**config.mk**
```make
export PLATFORM = sky130hd
export DESIGN_NAME = pc_ir_unit
export DESIGN_NICKNAME = d
export VERILOG_FILES = /design/src/rtl/pc_ir_unit.sv
export SDC_FILE = /design/constraint.sdc
export NUM_CORES = 1
export LEC_CHECK = 0
export CAP_MARGIN = 20
export CORE_MARGIN = 5
export CORE_UTILIZATION = 42
export CTS_CLUSTER_SIZE = 8
export DETAILED_ROUTE_END_ITERATION = 6
export GPL_TIMING_DRIVEN = 0
export PLACE_DENSITY = 0.81
export SYNTH_ARGS = -nofsm -noshare
export SYNTH_HDL_FRONTEND = slang
export SYNTH_SLANG_ARGS = --single-unit
```
**constraint.sdc**
```tcl
create_clock -name clk -period 2.92 [get_ports clk]
set_clock_uncertainty 0.2 [all_clocks]
set_input_delay 0.292 -clock clk [delete_from_list [all_inputs] [get_ports clk]]
set_output_delay 0.292 -clock clk [all_outputs]
set_load 0.01 [all_outputs]
```
**src/rtl/pc_ir_unit.sv**
```systemverilog
// pc_ir_unit: PC / OldPC / instruction / memory-data register stage behind the
// multicycle control FSM. It evaluates RV32I branch conditions from the ALU flags
// and stops the core in a sticky halt state on a misaligned PC target.
// Optional macro FETCH_CNT_EN adds a 32-bit count of fetched instructions.
// Without it, FetchCount is tied to zero.
module pc_ir_unit #(
   parameter int unsigned       XLEN     = 32,
   parameter logic [XLEN-1:0]   RESET_PC = '0
) (
   input  logic            clk,
   input  logic            reset,
   input  logic            PCUpdate,
   input  logic            Branch,
   input  logic            IRWrite,
   input  logic [XLEN-1:0] Result,
   input  logic [XLEN-1:0] ReadData,
   input  logic            Zero,
   input  logic            Negative,
   input  logic            Carry,
   input  logic            Overflow,
   output logic [XLEN-1:0] PC,
   output logic [XLEN-1:0] OldPC,
   output logic [XLEN-1:0] Instr,
   output logic [XLEN-1:0] Data,
   output logic            PCWrite,
   output logic            TakeBranch,
   output logic            Halted,
   output logic [XLEN-1:0] FaultPC,
   output logic [31:0]     FetchCount
);

   typedef enum logic {StRun, StHalt} state_e;

   state_e          state_q, state_d;
   logic [XLEN-1:0] pc_q, old_pc_q, instr_q, data_q, fault_pc_q;
   logic [2:0]      funct3;
   logic            misaligned;
   logic            ir_load;

   assign funct3     = instr_q[14:12];
   assign misaligned = (Result[1:0] != 2'b00);
   assign Halted     = (state_q == StHalt);
   assign PCWrite    = (PCUpdate | (Branch & TakeBranch)) & ~Halted;
   assign ir_load    = IRWrite & ~Halted;

   // Branch condition decode from funct3 and the ALU flags
   always_comb begin
      TakeBranch = 1'b0;
      case (funct3)
         3'b000:  TakeBranch = Zero;
         3'b001:  TakeBranch = ~Zero;
         3'b100:  TakeBranch = Negative ^ Overflow;
         3'b101:  TakeBranch = ~(Negative ^ Overflow);
         3'b110:  TakeBranch = ~Carry;
         3'b111:  TakeBranch = Carry;
         default: TakeBranch = 1'b0;
      endcase
   end

   // Next state: a misaligned PC write in RUN halts until reset
   always_comb begin
      state_d = state_q;
      if (state_q == StRun && PCWrite && misaligned) begin
         state_d = StHalt;
      end
   end

   // State register
   always_ff @(posedge clk or negedge reset) begin
      if (!reset) begin
         state_q <= StRun;
      end else begin
         state_q <= state_d;
      end
   end

   // PC and fault capture; PCWrite is already zero while halted
   always_ff @(posedge clk or negedge reset) begin
      if (!reset) begin
         pc_q       <= RESET_PC;
         fault_pc_q <= '0;
      end else if (PCWrite) begin
         if (misaligned) begin
            fault_pc_q <= Result;
         end else begin
            pc_q <= Result;
         end
      end
   end

   // Instruction register and OldPC; OldPC takes the pre-update PC
   always_ff @(posedge clk or negedge reset) begin
      if (!reset) begin
         instr_q  <= XLEN'(32'h0000_0013);
         old_pc_q <= RESET_PC;
      end else if (ir_load) begin
         instr_q  <= ReadData;
         old_pc_q <= pc_q;
      end
   end

   // Memory data register tracks ReadData every cycle, even when halted
   always_ff @(posedge clk or negedge reset) begin
      if (!reset) begin
         data_q <= '0;
      end else begin
         data_q <= ReadData;
      end
   end

`ifdef FETCH_CNT_EN
   logic [31:0] fetch_cnt_q;

   // Fetch counter, wraps naturally at 2^32
   always_ff @(posedge clk or negedge reset) begin
      if (!reset) begin
         fetch_cnt_q <= '0;
      end else if (ir_load) begin
         fetch_cnt_q <= fetch_cnt_q + 32'd1;
      end
   end

   assign FetchCount = fetch_cnt_q;
`else
   assign FetchCount = 32'd0;
`endif

   assign PC      = pc_q;
   assign OldPC   = old_pc_q;
   assign Instr   = instr_q;
   assign Data    = data_q;
   assign FaultPC = fault_pc_q;

endmodule

```
; ---- Word level (Yosys, flattened, before mapping)
; Index checks and enable logic that the tools add are counted.
[totals]
out_inout_bits = 195
rom_bits = 0
ff_bits = 161
in_bits = 73
latchBits = 0
ramBits = 0
word_cells = 28
mem_count = 0
[op_classes]
n_reduce_logical = 6
eq_ne = 5
n_addsub = 0
div = 0
shift = 0
multipliers = 0
magnitude_cmp = 0
mux = 1
bitwise = 10
[op_table]
columns = cell, n
row1 = $eq A3 B3 Y1 const B, 4
row2 = $pmux W1 S6, 1
row3 = $not A1 Y1, 5
row4 = $reduce_and A2 Y1, 2
row5 = $and A1 B1 Y1, 3
row6 = $eq A3 B1 Y1 const B, 1
row7 = $logic_not A3 Y1, 1
row8 = $logic_and A1 B1 Y1, 2
row9 = $reduce_bool A2 Y1, 1
row10 = $or A1 B1 Y1, 1
row11 = $xor A1 B1 Y1, 1

; ---- Depth between registers and ports, before layout
; Gate-level depths: netlist of the first run.
[depth]
depth_word = 8
depth_mapped = 6
ltp_nobuf = 5

; ---- Worst setup path before layout of the first run
; No wires, ideal clock.
[synth_path]
path_type = flip-flop to flip-flop
from = reg instr_q[12], in the netlist Instr[12]
to = reg pc_q[10], in the netlist PC[10]
arrival_time_ns = 1.935
slack_ns = 0.658
synth_period_minus_slack_ns = 2.262
stages_incl_launch_ff = 7
path_buffers = 1
setup_ns = 0.127
path_cell_list = dfrtp_1 > xnor3_1 > a31oi_2 > a41oi_4 > nor4_4 > buf_6 > mux2_1
[synth_between]
elab_chain_cells = 6
[synth_lines]
columns = item, line_no
row1 = from (decl), 35  ; logic [XLEN-1:0] pc_q, old_pc_q, instr_q, data_q, fault_pc_q;
row2 = from (signal assigned), 94  ; instr_q <= XLEN'(32'h0000_0013);
row3 = from (signal assigned), 97  ; instr_q <= ReadData;
row4 = $eq A3 B3 Y1 (tied with other cells), 49  ; case (funct3)
row5 = $pmux W1 S6 *, 49
row6 = $and A1 B1 Y1 *, 43  ; assign PCWrite = (PCUpdate | (Branch & TakeBranch)) & ~Halted;
row7 = $or A1 B1 Y1 *, 43
row8 = $and A1 B1 Y1 *, 43
row9 = $reduce_and A2 Y1 (no source line) *, n/a
row10 = to (signal assigned), 86  ; pc_q <= Result;
row11 = to (decl), 35
; Every way passes the cells marked *; elsewhere a longest branch is shown, timed or not.
; A chain may end at the register's enable or synchronous reset.

; ---- Final worst setup path of the first run
[layout_path]
from = in Overflow
to = out PCWrite
[layout_between]
elab_chain_cells = 6
[layout_lines]
columns = item, line_no
row1 = from (decl), 20  ; input logic Overflow,
row2 = $xor A1 B1 Y1 *, "52, 53"
row3 = $not A1 Y1, 53  ; 3'b101: TakeBranch = ~(Negative ^ Overflow);
row4 = $pmux W1 S6 *, 49
row5 = $and A1 B1 Y1 *, 43
row6 = $or A1 B1 Y1 *, 43
row7 = $and A1 B1 Y1 *, 43
row8 = to (decl), 25  ; output logic PCWrite,
; Marked as above.

==> results of run 1 <==
-- power by group through the flow --
stage | clock (uW) | combinational (uW) | sequential, uW
2_1_floorplan | 0 | 249 | 2790
3_3_place_gp | 0 | 1120 | 2670
4_1_cts | 2360 | 1160 | 2650
5_1_grt | 2460 | 1230 | 2680
3_5_place_dp | 0 | 1150 | 2680
6_report | 2310 | 1140 | 2650
-- cells in the mapped netlist, types with 2 or more instances --
library cell	number	area share
dfrtp_1	158	0.66
nor2_1	2	0.0013
dfstp_2	3	0.013
nand2b_1	3	0.0031
buf_6	3	0.0056
buf_4	35	0.044
inv_1	3	0.0019
nand2_1	190	0.12
clkbuf_1	14	0.0088
nor2b_1	5	0.0052
mux2_1	60	0.11
-- cell type report --
class	count	share of cell area
multi-input combinational	306	0.184
sequential	161	0.432
clock buffer	19	0.0463
timing repair buffer	237	0.256
inverter	3	0.00120
clock inverter	13	0.0198
tap	180	0.0241
buffer	52	0.0373
-- metal layers --
metal  GRT usage  up-vias  wire (microns)
li1            -     2080               -
met1       0.215     2121            5970
met2       0.332      181            8030
met3      0.0775       12            1690
met4      0.0617        0             193
met5           0        -               0
-- kinds of logic (layout without fill, tap and decap cells) --
group / after synthesis / in the layout
buffers and inverters: 55 / 324
AND/OR/NAND/NOR: 205 / 205
other: 1 / 32
AO/OA/AOI/OAI: 8 / 8
multiplexers: 60 / 60
flip-flops: 161 / 161
XOR/XNOR: 1 / 1
-- worst max path at each step --
stage / cells past startpoint / slack, ns / start / to
floorplan: 6 / 0.66 / Instr[12]$_DFFE_PN0P_ / PC[10]$_DFFE_PN0P_
global placement: 1 / -4.85 / reset / Data[10]$_DFF_PN0_
detailed placement: 7 / -0.12 / Overflow / PC[20]$_DFFE_PN0P_
CTS: 6 / 0.22 / Overflow / PCWrite
global route: 6 / 0.17 / Overflow / PCWrite
finish: 6 / 0.25 / Overflow / PCWrite
-- registers in the layout, summed over array words and instances, names as in the netlist --
name	count
Instr	32
FaultPC	32
PC	32
OldPC	32
Data	32
Halted	1
-- through the flow --
stage / setup TNS, ns / setup WS, ns / area (sq um) / power, uW / utilization
CTS: 0 / 0.217 / 9350 / 6170 / 0.671
global route: 0 / 0.169 / 9350 / 6370 / 0.671
finish: 0 / 0.251 / 9350 / 6100 / 0.671
detailed placement: -3.93 / -0.119 / 8720 / 3830 / 0.626
global placement: -772.43 / -4.85 / 8690 / 3790 / 0.624
floorplan: 0 / 0.658 / 6110 / 3040 / -
-- what timing repair did --
action,4_1_cts,5_1_grt
hold buffers,1,0
gates resized for setup,2,0
hold endpoints to repair,72,0
endpoints found under the setup margin,1,0
-- critical path, delay by kind of cell --
kind	cells	cell delay [ns]
AO/OA/AOI/OAI	2	0.48
XOR/XNOR	1	0.41
buffers and inverters	2	0.79
AND/OR/NAND/NOR	1	0.20
-- cell usage in the layout (no fill, tap or decap), drive strengths merged, types with 2 or more instances in the layout --
cell           synthesis  final
buf                   38     40
bufinv                 0      4
clkbuf                14     33
clkdlybuf4s50          0    233
clkinv                 0      3
clkinvlp               0      5
conb                   1     32
dfrtp                158    158
dfstp                  3      3
inv                    3      4
mux2                  60     60
nand2                190    190
nand2b                 3      3
nor2                   2      2
nor2b                  5      5
nor3                   2      2
o21ai                  2      2
==> flow_summary.toml, run 1 <==
[outcome]
status = "completed"

[place]
place.gp.congestion = 0.812
hpwlAfterDp_mm = 12.0
io_buffers = 235
placedCellCount = 938

[min_path]
hold_depth = 1
hold_end = "Data[23]$_DFF_PN0_"
hold_path_startpoint = "ReadData[23]"
worst_hold_path_type = "in2reg"

[synth]
yosys.area_share.adder = 0
syn_inst = 491
async_flop_share = 1.00
ys_types = 26
synth-seq-area-share = 0.672
synth_flop_cell = "dfrtp_1"
muxShareOfSynthArea = 0.113
yosysWarnings = 0
synth-compound-area-share = 0.0136
synth_edf_count = 0
synth-simple-area-share = 0.137
synth_top_family_by_area = "simple AND/OR/NAND/NOR gates"
avgSynthCellArea_sq_um = 12.2
syn_area_sq_mm = 0.00600
ys_ff_latch = 161
synth_xor_area_frac = 0.00376

[worst_setup_path]
crit_required_ns = 2.43
crit_chain = "clkdlybuf4s50_1 -> xnor3_1 -> a31oi_2 -> a41oi_4 -> nor2_1 -> dlygate4sd2_1"
max_stage_delay_ns = 0.47
critPathCaptureType = "output port"
worstRegToRegCells = 6
critPathMaxFanout = 6
setup.worst_path.class = "in2out"
crit_arrival_ns = 2.18
start_kind = "input pin"
r2r_end = "PC[20]$_DFFE_PN0P_"
slowest_stage = "clkdlybuf4s50_1"
rr_startpoint = "Instr[12]$_DFFE_PN0P_"
rrSetupSlack_ns = 0.42

[clock_network]
htreeDepth = 4
cts_setup_buffers = 0
numCtsBuffers = 17
cts_root_buf = "clkbuf_16"
cts.sinks = 161
clk_pin_slew_ns = 0.07
cts_tree = "built"
clockBufferDepth = 2
clk_latency_ns = 0.41

[global_routing]
grt_pass1_vias = 4676
grt_max_degree = 89
grt_pass1_wl_mm = 24.5
antenna_found_initial = 0
grt_overflow_total = 0
grt_use_total = 0.191

[die]
row_count = 43
initial_core_util = 0.430
fp.dieW_microns = 129
core_area_sq_mm = 0.0139
die-height_microns = 129
die_area_sq_mm = 0.0168
num_io_pins = 268

[layout]
syn_to_final_growth_pct = 55.9
multi_input_area_sq_mm = 0.00172
regArea_sq_mm = 0.00403
fill_cells = 1008
antenna-diode-count = 0
drive_gt1_frac = 0.0986
final_cells = 971
fin_nets = 851

[pwr]
pwr-share-seq = 0.434
switchingPower_uw = 1490
swShare = 0.245
pwr-share-comb = 0.187
powerDensity_mw_per_mm2 = 652
internal_power_uw = 4600
leakagePower_uw = 0.00449
ir_drop_uv = 443
p_clk_frac = 0.378

[detailed_routing]
drtIter0Drc = 186
drc = 0
postRouteAntennaNets = 0
routedWlPerCell_microns = 16.4
drt_first_pass_iters = 4
via_per_inst = 4.53
drt_wl_total_mm = 15.9
vias = 4394

[sta]
period_share = 0.914
fmax_mhz = 375
fin_crit_ns = 2.67
rsz0062_at_grt = "false"
worstMarginPinSlew_ns = 0.683
holdWs_ns = 0.142
relSlewSlack = 0.545
setup_viol = 0
hold_viol_final = 0
slew_violations = 0

[flow_run]
maxCapViolations = 0
(Power assumes the default switching activity.)
==> run 2, diff against run 1 <==
CTS_BUF_LIST = sky130_fd_sc_hd__clkbuf_16   (was not set)
SLEW_MARGIN = 10   (was not set)
==> run 2 against run 1 <==
Compared with the run above: non-clock buffer count stayed put; clock power is 3% lower; critical path depth stayed put; total power is 1.0% lower; via count is 0.61% higher; routed wire length is 0.38% lower; sequential share of layout area is 0.069 points higher; worst setup slack worse by 0.0049 ns; count of clock-buffer cells in the layout is 2 lower; sequential power hardly changed; cell count stayed put; critical endpoint unchanged.
==> flow_summary.toml, run 2 (synthesis results as in run 1) <==
[clock_network]
numCtsBuffers = 17
clk_latency_ns = 0.41
cts_root_buf = "clkbuf_16"
cts_tree = "built"
clk_pin_slew_ns = 0.06
htreeDepth = 4
cts_setup_buffers = 0
cts.sinks = 161
clockBufferDepth = 2

[global_routing]
grt_overflow_total = 0
grt_pass1_vias = 4624
grt_pass1_wl_mm = 24.6
grt_max_degree = 89
grt_use_total = 0.192
antenna_found_initial = 0

[sta]
holdWs_ns = 0.143
setup_viol = 0
relSlewSlack = 0.591
fmax_mhz = 374
hold_viol_final = 0
rsz0062_at_grt = "false"
fin_crit_ns = 2.67
period_share = 0.916
slew_violations = 0
fin_tns_setup_ns = 0
worstMarginPinSlew_ns = 0.613

[worst_setup_path]
critPathCaptureType = "output port"
max_stage_delay_ns = 0.47
setup.worst_path.class = "in2out"
start_kind = "input pin"
path_delay_family = "buffers and inverters"
crit_arrival_ns = 2.18
critical_path_buf_inv_count = 2
crit_chain = "clkdlybuf4s50_1 -> xnor3_1 -> a31oi_2 -> a41oi_4 -> nor2_1 -> dlygate4sd2_1"
slowest_stage = "clkdlybuf4s50_1"
critPathMaxFanout = 6
crit_required_ns = 2.43

[layout]
fill_cells = 1012
drive_gt1_frac = 0.0936
antenna-diode-count = 0
multi_input_area_sq_mm = 0.00172
regArea_sq_mm = 0.00403
final_cell_mix = "233 x clkdlybuf4s50_1, 190 x nand2_1, 157 x dfrtp_1"
final_common_cell = "clkdlybuf4s50_1"
fin_nets = 851
syn_to_final_growth_pct = 55.6

[detailed_routing]
routedWlPerCell_microns = 16.3
via_per_inst = 4.55
drc = 0
drt_first_pass_iters = 4
drtIter0Drc = 131
postRouteAntennaNets = 0
drt_wl_total_mm = 15.8
vias = 4421

[die]
core_area_sq_mm = 0.0139
die_area_sq_mm = 0.0168
num_io_pins = 268
row_count = 43
fp.dieW_microns = 129
initial_core_util = 0.430
die-height_microns = 129

[place]
io_buffers = 235
hpwlAfterDp_mm = 12.0
place.gp.congestion = 0.812

[pwr]
leakagePower_uw = 0.00450
powerDensity_mw_per_mm2 = 647
ir_drop_uv = 469

[min_path]
worst_hold_path_type = "in2reg"

[flow_run]
maxCapViolations = 0

[outcome]
status = "completed"
run 2: cell count changes in the layout (fill, tap and decap cells not counted), sizes merged:
cell,change
clkbuf,-2
clkinv,+5
clkinvlp,-4
inv,+1
run 2: per-stage QoR:
stage	instance area (sq um)	setup slack, ns	total power [uW]	utilization	instances
6_report	9330	0.246	6030	0.670	971
5_1_grt	9330	0.176	6310	0.670	971
4_1_cts	9330	0.221	6110	0.670	971
3_5_place_dp	8720	-0.115	3840	0.626	938
3_3_place_gp	8690	-4.85	3790	0.624	937
2_1_floorplan	6110	0.658	3040	-	522
run 2: area by class of cell:
type / instances / area share
Buffer: 52 / 0.0374
Clock inverter: 15 / 0.0186
Inverter: 3 / 0.00121
Tap cell: 180 / 0.0241
Timing Repair Buffer: 237 / 0.256
Sequential cell: 161 / 0.432
Multi-Input combinational cell: 306 / 0.184
Clock buffer: 17 / 0.0456
run 2: worst paths after layout:
| check | cells after the start | end | slack (ns) | startpoint |
|---|---|---|---|---|
| max in group asynchronous | 3 | Instr[1]$_DFFE_PN1P_ | 1.42 | reset |
| min reg2reg | 2 | Instr[1]$_DFFE_PN1P_ | 0.26 | Instr[1]$_DFFE_PN1P_ |
| max | 6 | PCWrite | 0.25 | Overflow |
| max reg2reg | 6 | PC[25]$_DFFE_PN0P_ | 0.42 | Instr[12]$_DFFE_PN0P_ |
| min | 1 | Data[1]$_DFF_PN0_ | 0.14 | ReadData[1] |
| min in group asynchronous | 2 | FaultPC[8]$_DFFE_PN0P_ | 0.25 | reset |
run 2: metal layers:
layer	up-vias	GRT usage	share of wire
li1	2081	-	-
met1	2142	0.207	0.36
met2	177	0.327	0.50
met3	21	0.0915	0.12
met4	0	0.0764	0.017
met5	-	0	0
run 2: where the power goes:
group / internal [uW] / switching, uW
clock: 1410 / 835
sequential: 2500 / 149
combinational: 674 / 470
run 2: timing repair:
action / CTS / global route
hold endpoints to repair: 72 / 0
setup endpoints to repair: 1 / 0
gates resized for setup: 2 / 0
hold buffers: 1 / 0
